### config.mk
export PLATFORM = sky130hd
export DESIGN_NAME = ppm_encoder_flat
export DESIGN_NICKNAME = d
export VERILOG_FILES = /design/src/rtl/ppm_encoder_if.sv /design/src/rtl/ppm_encoder.sv /design/src/flat_wrapper.sv
export SDC_FILE = /design/constraint.sdc
export NUM_CORES = 1
export LEC_CHECK = 0
export CAP_MARGIN = 20
export CORE_ASPECT_RATIO = 1.4
export CORE_MARGIN = 1
export CORE_UTILIZATION = 66
export CTS_BUF_LIST = sky130_fd_sc_hd__clkbuf_4 sky130_fd_sc_hd__clkbuf_8
export CTS_CLUSTER_SIZE = 14
export DETAILED_ROUTE_END_ITERATION = 12
export GPL_ROUTABILITY_DRIVEN = 1
export PLACE_DENSITY = 0.95
export SLEW_MARGIN = 10
export SYNTH_ARGS = -nofsm -noshare
export SYNTH_HDL_FRONTEND = slang
export SYNTH_SLANG_ARGS = --single-unit
### constraint.sdc
create_clock -name clock -period 8.6 [get_ports clock]
set_input_delay 0.86 -clock clock [delete_from_list [all_inputs] [get_ports clock]]
set_output_delay 0.86 -clock clock [all_outputs]
set_load 0.01 [all_outputs]
### src/rtl/ppm_encoder_if.sv
// Stick-command inputs and PPM train outputs of the encoder.
// master = command source / observer, slave = encoder.
interface ppm_encoder_if;
  logic [7:0] roll;
  logic [7:0] pitch;
  logic [7:0] throttle;
  logic [7:0] yaw;
  logic       ppm;
  logic       frame_start;
  logic [2:0] channel;

  modport master (
    output roll, pitch, throttle, yaw,
    input  ppm, frame_start, channel
  );

  modport slave (
    input  roll, pitch, throttle, yaw,
    output ppm, frame_start, channel
  );
endinterface

### src/rtl/ppm_encoder.sv
// 4-channel PPM frame generator; commands are snapshotted
// at frame cycle 0 so no pulse changes width mid-frame.
module ppm_encoder #(
  parameter int FRAME_CLKS     = 540000,
  parameter int SEP_CLKS       = 8100,
  parameter int MIN_PULSE_CLKS = 27000,
  parameter int STEP_CLKS      = 116,
  parameter int CMD_MAX        = 232
) (
  input  logic         clock,
  input  logic         reset,
  ppm_encoder_if.slave bus
);

  localparam int CW   = $clog2(FRAME_CLKS);
  localparam int WMAX = MIN_PULSE_CLKS + CMD_MAX * STEP_CLKS;
  localparam int WW   = $clog2(WMAX + 1);

  typedef enum logic [1:0] {
    MARK,
    SPACE,
    FMARK,
    SYNC
  } st_e;

  st_e             st_q, st_d;
  logic [CW-1:0]   cnt_q, cnt_d;
  logic [WW-1:0]   sc_q, sc_d;
  logic [1:0]      k_q, k_d;
  logic [3:0][7:0] cmd_q, cmd_d;
  logic            ppm_q, ppm_d;
  logic            fs_q, fs_d;
  logic [2:0]      ch_q, ch_d;

  logic [3:0][7:0] raw;
  logic [WW-1:0]   w;
  logic            wrap;

  function automatic logic [7:0] clamp(input logic [7:0] c);
    return (c > 8'(CMD_MAX)) ? 8'(CMD_MAX) : c;
  endfunction

  always_comb begin
    raw   = {bus.yaw, bus.throttle, bus.pitch, bus.roll};
    wrap  = (cnt_q == CW'(FRAME_CLKS - 1));
    w     = WW'(MIN_PULSE_CLKS)
          + WW'(cmd_q[k_q]) * WW'(STEP_CLKS);
    st_d  = st_q;
    cnt_d = cnt_q + CW'(1);
    sc_d  = sc_q + WW'(1);
    k_d   = k_q;
    cmd_d = cmd_q;
    if (wrap) begin
      cnt_d = '0;
      sc_d  = '0;
      k_d   = '0;
      st_d  = MARK;
      for (int i = 0; i < 4; i++) begin
        cmd_d[i] = clamp(raw[i]);
      end
    end else begin
      unique case (st_q)
        MARK: begin
          if (sc_q == WW'(SEP_CLKS - 1)) st_d = SPACE;
        end
        SPACE: begin
          // sc counts the whole slot, mark included
          if (sc_q == w - WW'(1)) begin
            sc_d = '0;
            if (k_q == 2'd3) begin
              st_d = FMARK;
            end else begin
              st_d = MARK;
              k_d  = k_q + 2'd1;
            end
          end
        end
        FMARK: begin
          if (sc_q == WW'(SEP_CLKS - 1)) st_d = SYNC;
        end
        SYNC: begin
          sc_d = sc_q;
        end
        default: st_d = SYNC;
      endcase
    end
    ppm_d = !(st_d == MARK || st_d == FMARK);
    ch_d  = (st_d == FMARK || st_d == SYNC)
          ? 3'd4 : {1'b0, k_d};
    fs_d  = wrap;
  end

  // Reset parks the counter at the last frame cycle so the
  // first clocked edge opens a fresh frame.
  always_ff @(posedge clock or negedge reset) begin
    if (!reset) begin
      st_q  <= SYNC;
      cnt_q <= CW'(FRAME_CLKS - 1);
      sc_q  <= '0;
      k_q   <= '0;
      cmd_q <= '0;
      ppm_q <= 1'b1;
      fs_q  <= 1'b0;
      ch_q  <= 3'd0;
    end else begin
      st_q  <= st_d;
      cnt_q <= cnt_d;
      sc_q  <= sc_d;
      k_q   <= k_d;
      cmd_q <= cmd_d;
      ppm_q <= ppm_d;
      fs_q  <= fs_d;
      ch_q  <= ch_d;
    end
  end

  assign bus.ppm         = ppm_q;
  assign bus.frame_start = fs_q;
  assign bus.channel     = ch_q;

endmodule

### src/flat_wrapper.sv
// flat-port wrapper written by rule: the top's interface ports become plain ports
module ppm_encoder_flat 
#(
  parameter int FRAME_CLKS     = 540000,
  parameter int SEP_CLKS       = 8100,
  parameter int MIN_PULSE_CLKS = 27000,
  parameter int STEP_CLKS      = 116,
  parameter int CMD_MAX        = 232
)
  (clock, reset, bus_roll, bus_pitch, bus_throttle, bus_yaw, bus_ppm, bus_frame_start, bus_channel);
  ppm_encoder_if bus_i ();
  input  logic clock;
  input  logic reset;
  input wire logic [$bits(bus_i.roll)-1:0] bus_roll;
  input wire logic [$bits(bus_i.pitch)-1:0] bus_pitch;
  input wire logic [$bits(bus_i.throttle)-1:0] bus_throttle;
  input wire logic [$bits(bus_i.yaw)-1:0] bus_yaw;
  output wire logic [$bits(bus_i.ppm)-1:0] bus_ppm;
  output wire logic [$bits(bus_i.frame_start)-1:0] bus_frame_start;
  output wire logic [$bits(bus_i.channel)-1:0] bus_channel;
  assign bus_i.roll = bus_roll;
  assign bus_i.pitch = bus_pitch;
  assign bus_i.throttle = bus_throttle;
  assign bus_i.yaw = bus_yaw;
  assign bus_ppm = bus_i.ppm;
  assign bus_frame_start = bus_i.frame_start;
  assign bus_channel = bus_i.channel;
  ppm_encoder #(.FRAME_CLKS(FRAME_CLKS), .SEP_CLKS(SEP_CLKS), .MIN_PULSE_CLKS(MIN_PULSE_CLKS), .STEP_CLKS(STEP_CLKS), .CMD_MAX(CMD_MAX)) u_core (.clock(clock), .reset(reset), .bus(bus_i));
endmodule
==> results.toml, run 1 <==
[cells_and_area]
drive_gt1_share_pct = 9.444
num_antenna_cells = 0
area_growth_pct = 14.19
final_core_util_pct = 79.30
nets = 607
final_cell_area_um2 = 5608

[routing]
drt_iter0_markers = 420
wl_um = 12070
routedWlPerCell_um = 19.01
ant_nets = 0
dr.pass1.iters = 5
drc = 0
via_per_inst = 6.419
via_count = 4076

[synthesis]
ys.flop_type = "dfrtp_1"
synth_common_cells = "63 x nand2_1, 62 x dfrtp_1, 58 x nor2_1, 30 x xor2_1, 29 x xnor2_1"
syn_inst = 500
yosys-top-cells-area = "dfrtp_1 32%, dfstp_2 7.5%, ha_1 6.9%"
synth.avg_cell_area_um2 = 9.822
yosysSeqAreaShare_pct = 39.08
ys_ff_latch = 76
synthesis.nets = 572
async_flop_share_pct = 100.0
synth_cell_types = 55
synth-warning-count = 0
synth_top_area_share_pct = 31.59
netlist_area_um2 = 4911
synth_edf_count = 0
yosysMostFrequentCell = "nand2_1"
synth_top_area_cell = "dfrtp_1"

[global_route]
antenna_found_initial = 0
grt_max_degree = 77
grtUsageTotal_pct = 33.00
grt_pass1_vias = 4179
grt_pass1_wl_um = 19420
overflow = 0

[clock_tree]
numCtsBuffers = 9
cts_setup_buffers = 0
ctsHoldBuffers = 0
clock-sinks = 76
cts_resized = 0
clkLatencyLatePin_ps = 350
cts_tree = "done"
root_buffer = "clkbuf_8"
htreeDepth = 3
clkTransAtPathRegs_ps = 80
clock_tree.buffer_depth = 2

[floorplan]
die_h_um = 104.1
io_pins = 39
core_area_um2 = 7072
rows = 36
start_util_pct = 69.44
die_w_um = 74.91
die-area_um2 = 7795

[sta]
rsz0062_at_grt = "no"
setup_viol = 0
setup_tns_ps = 0
slew_headroom_pct = 37.77
fin_skew_ps = 10.63
holdWs_ps = 471.7
finalMaxSlewViolations = 0
fmax_mhz = 158.5
finalCritPeriodShare_pct = 73.38
tightestPinTransition_ps = 933.4
period_needed_ps = 6311
timing.final.hold_violations = 0

[power]
ir_drop_uv = 137.2
power.density_nw_per_um2 = 183.7
cellLeakagePower_uw = 0.002436

[placed_design]
port_buffers = 38
gp_congestion = 0.9197
dpl-instance-area_um2 = 5345
dp_hpwl_um = 8524

[setup_path]
arrival_ps = 6550
crit_required_ps = 8840
endpoint_kind = "register"
critPathMaxFanout = 15
crit_type = "register to register"
crit_path_start_kind = "register"

[run_status]
status = "finished clean"

[flow_run]
maxCapViolations = 0

[worst_hold_path]
hp-class = "register to register"
layer usage:
metal / global-route usage (%) / part of all wire [%] / up-vias
met5: 0 / 0 / -
met4: 17.79 / 4.1 / 0
li1: - / - / 1824
met2: 53.47 / 53 / 210
met3: 6.977 / 5.6 / 47
met1: 40.19 / 37 / 1995
where the power goes:
| group | internal (uW) | total [uW] | leakage (uW) | switching [uW] |
|---|---|---|---|---|
| clock network | 195 | 334 | 0.000125 | 139 |
| logic | 145 | 330 | 0.00144 | 184 |
| registers | 362 | 366 | 0.000873 | 3.97 |
cell usage in the layout, fill, tap and decap left out, types with 12 or more instances in the layout:
| master | count |
|---|---|
| a22o_1 | 12 |
| dfstp_2 | 14 |
| inv_1 | 22 |
| nand3_1 | 27 |
| xnor2_1 | 29 |
| a21oi_1 | 15 |
| clkdlybuf4s50_1 | 37 |
| dfrtp_1 | 62 |
| xor2_1 | 30 |
| nor3_1 | 13 |
| nor2_1 | 58 |
| ha_1 | 27 |
| nand2_1 | 63 |
critical path, cell delays in order (launching register included):
cell and delay, ps:
dfrtp_1 840, mux2_2 450, o21ai_0 390, fa_1 480
inv_1 70, ha_1 260, fa_1 500, ha_1 440
or3b_2 470, o211a_1 140, a311oi_1 510, nand2_1 120
o32a_1 370, o221a_4 260, nor4_4 520, nand3_1 180
o211a_1 190
flip-flops by register name, indices dropped and copies added (netlist names):
signal,count
u_core.bus.frame_start,1
u_core.st_q,1
u_core.bus.ppm,1
u_core.k_q,2
u_core.sc_q,16
u_core.cnt_q,20
u_core.cmd_q,32
u_core.bus.channel,3
metrics by stage:
step                cells  setup WS [ps]  total power (uW)
floorplan             500           2704             618.8
global placement      618           2654             669.7
detailed placement    618           2444             689.0
CTS                   634           2419              1024
global route          635           2010              1078
finish                635           2289              1030
final timing paths:
check                      slack (ps)  cells after the start               end        startpoint
setup / recovery                 2290                     16     u_core.k_q[0]     u_core.k_q[0]
setup reg to reg                 2290                     16     u_core.k_q[0]     u_core.k_q[0]
hold reg to reg                   470                      2  u_core.cmd_q[30]  u_core.cmd_q[30]
hold / removal                    470                      2  u_core.cmd_q[30]  u_core.cmd_q[30]
min in group asynchronous         640                      1  u_core.cnt_q[18]             reset
max in group asynchronous        7350                      1  u_core.cmd_q[29]             reset
logic make-up after synthesis:
logic type | after synthesis | synth area share (%)
and+or+nand+nor | 215 | 21.40
DFF | 76 | 39.08
AOI/OAI and AO/OA | 63 | 9.835
xor gates and xnor gates | 61 | 11.44
buffers and inverters | 38 | 3.235
adders and majority gates | 38 | 11.36
muxes | 9 | 3.643
final cells by class:
type / instances / area, um2
fillers: 429 / 1464
inverters: 22 / 82.58
multi-input cells: 386 / 2839
repair buffers: 40 / 400.4
clock buffers: 9 / 123.9
well taps: 95 / 118.9
flip-flops and latches: 76 / 1919
clock inverters: 7 / 123.9
Power figures use the tool's default switching activity.
==> inputs of run 2 (changes only) <==
--- a/config.mk
+++ b/config.mk
@@ -8,12 +8,12 @@
 export CAP_MARGIN = 20
 export CORE_ASPECT_RATIO = 1.4
 export CORE_MARGIN = 1
-export CORE_UTILIZATION = 66
+export CORE_UTILIZATION = 55
 export CTS_BUF_LIST = sky130_fd_sc_hd__clkbuf_4 sky130_fd_sc_hd__clkbuf_8
 export CTS_CLUSTER_SIZE = 14
 export DETAILED_ROUTE_END_ITERATION = 12
 export GPL_ROUTABILITY_DRIVEN = 1
-export PLACE_DENSITY = 0.95
+export PLACE_DENSITY = 0.9
 export SLEW_MARGIN = 10
 export SYNTH_ARGS = -nofsm -noshare
 export SYNTH_HDL_FRONTEND = slang
==> constraint.sdc (replaced) <==
create_clock -name clock -period 5.59 [get_ports clock]
set_input_delay 0.559 -clock clock [delete_from_list [all_inputs] [get_ports clock]]
set_output_delay 0.559 -clock clock [all_outputs]
set_load 0.01 [all_outputs]
==> results.toml, run 2 (synthesis results as in run 1) <==
[clock_tree]
numCtsBuffers = 9
cts_tree = "done"
root_buffer = "clkbuf_8"
clock_tree.buffer_depth = 2
clock-sinks = 76
ctsHoldBuffers = 0
clkTransAtPathRegs_ps = 90
clkLatencyLatePin_ps = 360
htreeDepth = 3

[sta]
finalCritPeriodShare_pct = 98.81
finalMaxSlewViolations = 0
period_needed_ps = 5523
tightestPinTransition_ps = 919.2
fin_skew_ps = 16.11
timing.final.hold_violations = 0
slew_headroom_pct = 38.72
setup_viol = 0
fmax_mhz = 181.1

[flow_run]
maxCapViolations = 0

[global_route]
grt_pass1_vias = 4302
grtUsageMet1_pct = 30.26
grtUsageTotal_pct = 27.89
grt_util_met3_pct = 5.440
antenna_found_initial = 0
grt_pass1_wl_um = 19730
busiest_layer = "met2"
overflow = 0
grt_max_degree = 77
grt.met2_usage_pct = 49.37

[placed_design]
place_inst = 638
gp_congestion = 0.8983
dp_hpwl_um = 8533
dpl-instance-area_um2 = 5443
port_buffers = 38

[routing]
wl_um = 12610
via_count = 4147
routedWlPerCell_um = 18.97
drt_iter0_markers = 529
via_per_inst = 6.236
dr.pass1.iters = 5
drc = 0
ant_nets = 0

[floorplan]
die_h_um = 113.8
io_pins = 39
die_w_um = 81.86
core_area_um2 = 8608
start_util_pct = 57.05
rows = 40
die-area_um2 = 9316

[cells_and_area]
final_cell_area_um2 = 5841
instances_no_fill = 665
final_cell_mix = "63 x nand2_1, 61 x dfrtp_1, 58 x nor2_1"
top_register = "u_core.cmd_q"
nets = 627
area_growth_pct = 18.93
largest_register_ff_count = 32
top_regs = "u_core.cmd_q x32, u_core.cnt_q x20, u_core.sc_q x16"
fillers = 580
num_antenna_cells = 0
final_common_cell = "nand2_1"
drive_gt1_share_pct = 15.00

[setup_path]
crit_path_top_delay_cell = "or4_4"
r2r_cells = 19
crit_required_ps = 5830
arrival_ps = 5760
crit_type = "register to register"
critPathMaxFanout = 13
rr_endpoint = "u_core.sc_q[8]"
endpoint_kind = "register"
rrSetupSlack_ps = 70
slowest_delay_ps = 630
crit_chain = "buf_12 > mux4_2 > inv_2 > fa_1 > inv_1 > ha_1 > fa_1 > ha_2 > buf_4 > xor2_1 > buf_4 > and4b_1 > a221o_1 > xor2_1 > nor4_1 > nand4b_1 > or4_4 > nand2_8 > nor2_1"
rr_startpoint = "u_core.k_q[0]"
crit_path_start_kind = "register"

[run_status]
status = "finished clean"

[power]
power.density_nw_per_um2 = 283.9
ir_drop_uv = 238.4
power.total_uw = 1658
cellLeakagePower_uw = 0.002539

[worst_hold_path]
hp-class = "input port to async pin"
==> run 2: final cells by class <==
type                            instances  area [um2]  share of cell area, %
Clock buffer                           10       137.6                  2.356
Clock inverter                          6       111.4                  1.907
Inverter                               22       82.58                  1.414
Multi-Input combinational cell        386        2897                  49.59
Sequential cell                        76        1921                  32.88
Tap cell                              105       131.4                  2.249
Timing Repair Buffer                   60       560.5                  9.597
==> run 2: power by group <==
part           leakage, uW  internal [uW]  total [uW]  switching, uW
Combinational      0.00155            267         580            313
Clock             0.000122            308         515            207
Sequential        0.000871            557         563           5.53
==> run 2: what timing repair did <==
item | CTS | global route
gates resized for setup | 4 | 12
endpoints found under the hold margin | 0 | 0
endpoints found under the setup margin | 4 | 23
gates cloned | 0 | 0
setup buffers | 0 | 9
pin swaps | 0 | 6
==> run 2: layer usage <==
metal  vias to the layer above  wire [um]
met5                         -          0
met4                         0        594
met3                        62        636
met1                      2023       4478
met2                       199       6904
li1                       1863          -
==> run 2: how the worst max path moves through the flow <==
stage | start | end | slack (ps)
after floorplan | u_core.k_q[0] | u_core.sc_q[8] | 20
after CTS | u_core.k_q[0] | u_core.sc_q[8] | 6
after global routing | u_core.k_q[0] | u_core.sc_q[8] | -110
final | u_core.k_q[0] | u_core.sc_q[8] | 70
after detailed placement | u_core.k_q[0] | u_core.sc_q[8] | 20
after global placement | u_core.k_q[0] | u_core.sc_q[5] | 140
==> run 2: critical path, delay by kind of cell, from the launching register on <==
family	cells	cell delay (ps)
fa+ha+maj	4	1550
simple gates	6	1550
buf+inv	5	670
mux	1	550
flops	1	380
xor+xnor	2	350
compound gates	1	340
==> run 2: metrics by stage <==
| step | hold WS, ps | util (%) | setup slack (ps) | setup TNS [ps] |
|---|---|---|---|---|
| after detailed placement | 453.0 | 63.23 | 15.88 | 0 |
| final | 402.4 | 67.85 | 66.72 | 0 |
| after global routing | 499.7 | 67.85 | -108.4 | -1309 |
| after global placement | 446.1 | 63.23 | 139.2 | 0 |
| after CTS | 436.9 | 66.28 | 6.216 | 0 |
| after floorplan | 263.4 | - | 18.72 | 0 |
==> inputs of run 3 (changes only) <==
--- a/config.mk
+++ b/config.mk
@@ -13,7 +13,7 @@
 export CTS_CLUSTER_SIZE = 14
 export DETAILED_ROUTE_END_ITERATION = 12
 export GPL_ROUTABILITY_DRIVEN = 1
-export PLACE_DENSITY = 0.9
+export PLACE_DENSITY_LB_ADDON = 0.15
 export SLEW_MARGIN = 10
 export SYNTH_ARGS = -nofsm -noshare
 export SYNTH_HDL_FRONTEND = slang
==> results.toml, run 3 (synthesis results as in run 1) <==
[power]
ir_drop_uv = 241.4
power.density_nw_per_um2 = 278.6
cellLeakagePower_uw = 0.002565
power.total_uw = 1648

[worst_hold_path]
hp-class = "input port to async pin"

[floorplan]
die_h_um = 113.8
io_pins = 39
die-area_um2 = 9316
start_util_pct = 57.05
core_area_um2 = 8608
die_w_um = 81.86
rows = 40

[setup_path]
crit_type = "register to register"
endpoint_kind = "register"
crit_path_start_kind = "register"
crit_required_ps = 5830
arrival_ps = 5630
critPathMaxFanout = 7
slowest_delay_ps = 540
crit_chain = "buf_12 > buf_2 > buf_4 > mux4_2 > buf_4 > fa_1 > ha_1 > ha_1 > ha_1 > a21o_1 > a21o_1 > a221oi_1 > buf_4 > xnor2_1 > or2_2 > o221a_4 > or4_4 > nand3b_1 > a21oi_1"
crit_path_top_delay_cell = "mux4_2"

[global_route]
grt_max_degree = 77
grtUsageTotal_pct = 25.70
antenna_found_initial = 0
grt_pass1_vias = 3906
grt_pass1_wl_um = 18110
overflow = 0

[cells_and_area]
fillers = 703
instances_no_fill = 669
seq_area_um2 = 1921
top_register = "u_core.cmd_q"
final_cell_mix = "63 x nand2_1, 61 x dfrtp_1, 58 x nor2_1"
top_regs = "u_core.cmd_q x32, u_core.cnt_q x20, u_core.sc_q x16"
drive_gt1_share_pct = 16.31
final_common_cell = "nand2_1"
area_growth_pct = 20.48
nets = 631
multiInputGateArea_um2 = 2964
largest_register_ff_count = 32
num_antenna_cells = 0

[sta]
period_needed_ps = 5384
slew_headroom_pct = 39.28
finalMaxSlewViolations = 0
setup_viol = 0
fmax_mhz = 185.7
finalCritPeriodShare_pct = 96.31
timing.final.hold_violations = 0
fin_skew_ps = 13.67
tightestPinTransition_ps = 910.9

[clock_tree]
clkLatencyLatePin_ps = 360
numCtsBuffers = 9
clock-sinks = 76
ctsHoldBuffers = 0
htreeDepth = 3
clock_tree.buffer_depth = 2
root_buffer = "clkbuf_8"
clkTransAtPathRegs_ps = 80
cts_tree = "done"

[placed_design]
dp_hpwl_um = 7780
gp_congestion = 0.8387
place_inst = 638
port_buffers = 38

[routing]
routedWlPerCell_um = 16.12
drt_iter0_markers = 229
drc = 0
ant_nets = 0
via_per_inst = 5.922
via_count = 3962
dr.pass1.iters = 4
wl_um = 10790

[flow_run]
maxCapViolations = 0

[run_status]
status = "finished clean"
run 3: cell count changes in the layout (fill, tap and decap cells not counted), sizes merged:
| cell | delta |
|---|---|
| buf | +3 |
| nand2 | +1 |
| clkbuf | +1 |
| bufinv | -1 |
| inv | +1 |
| clkinv | -1 |
run 3: metrics by stage:
step / setup WS [ps] / setup TNS, ps / area [um2] / utilization (%) / hold slack (ps)
floorplan: 18.72 / 0 / 4915 / - / 263.4
global placement: 143.3 / 0 / 5445 / 63.26 / 452.2
detailed placement: 3.066 / 0 / 5445 / 63.26 / 451.5
CTS: 13.39 / 0 / 5692 / 66.12 / 355.5
global route: -22.74 / -89.27 / 5917 / 68.74 / 419.7
finish: 206.2 / 0 / 5917 / 68.74 / 331.6
run 3: final timing paths:
check | startpoint | depth (start not counted) | end | slack [ps]
min in group clock | u_core.cmd_q[29] | 2 | u_core.cmd_q[29] | 470
min | reset | 1 | u_core.cnt_q[14] | 330
max | u_core.k_q[0] | 19 | u_core.sc_q[0] | 210
min reg2reg | u_core.cmd_q[29] | 2 | u_core.cmd_q[29] | 470
max reg2reg | u_core.k_q[0] | 19 | u_core.sc_q[0] | 210
max in group asynchronous | reset | 1 | u_core.k_q[1] | 4640
run 3: critical path, delay by kind of cell (launching register included):
family                     cells  cell delay [ps]
DFF                            1              400
adders and majority gates      4             1500
buffers and inverters          5              810
and+or+nand+nor                3              960
AOI/OAI and AO/OA              5              940
muxes                          1              540
xor gates and xnor gates       1              130
run 3: final cells by class:
type / count / share of cell area, %
clock inverter: 5 / 1.374
multi-input combinational: 387 / 50.10
inverter: 22 / 1.438
clock buffer: 11 / 2.559
timing repair buffer: 63 / 9.854
tap: 105 / 2.220
sequential: 76 / 32.46
run 3: routing by layer:
metal	share of wire (%)	routed length [um]	GRT usage (%)	vias up
met5	0	0	0	-
met4	2.2	241	10.06	0
met3	3.2	340	4.560	22
met2	53	5663	43.25	98
met1	42	4540	32.25	1970
li1	-	-	-	1872
run 3: what timing repair did:
action                                  CTS  global route
gates resized for setup                   5            17
endpoints found under the setup margin    3            23
setup buffers                             0            13
pin swaps                                 0            13
cloned                                    0             1
hold endpoints to repair                  0             0
run 3: power breakdown:
part,internal (uW),total (uW),switching [uW]
sequential,557,562,4.76
combinational,297,602,305
clock,276,484,207
total,1130,1650,517
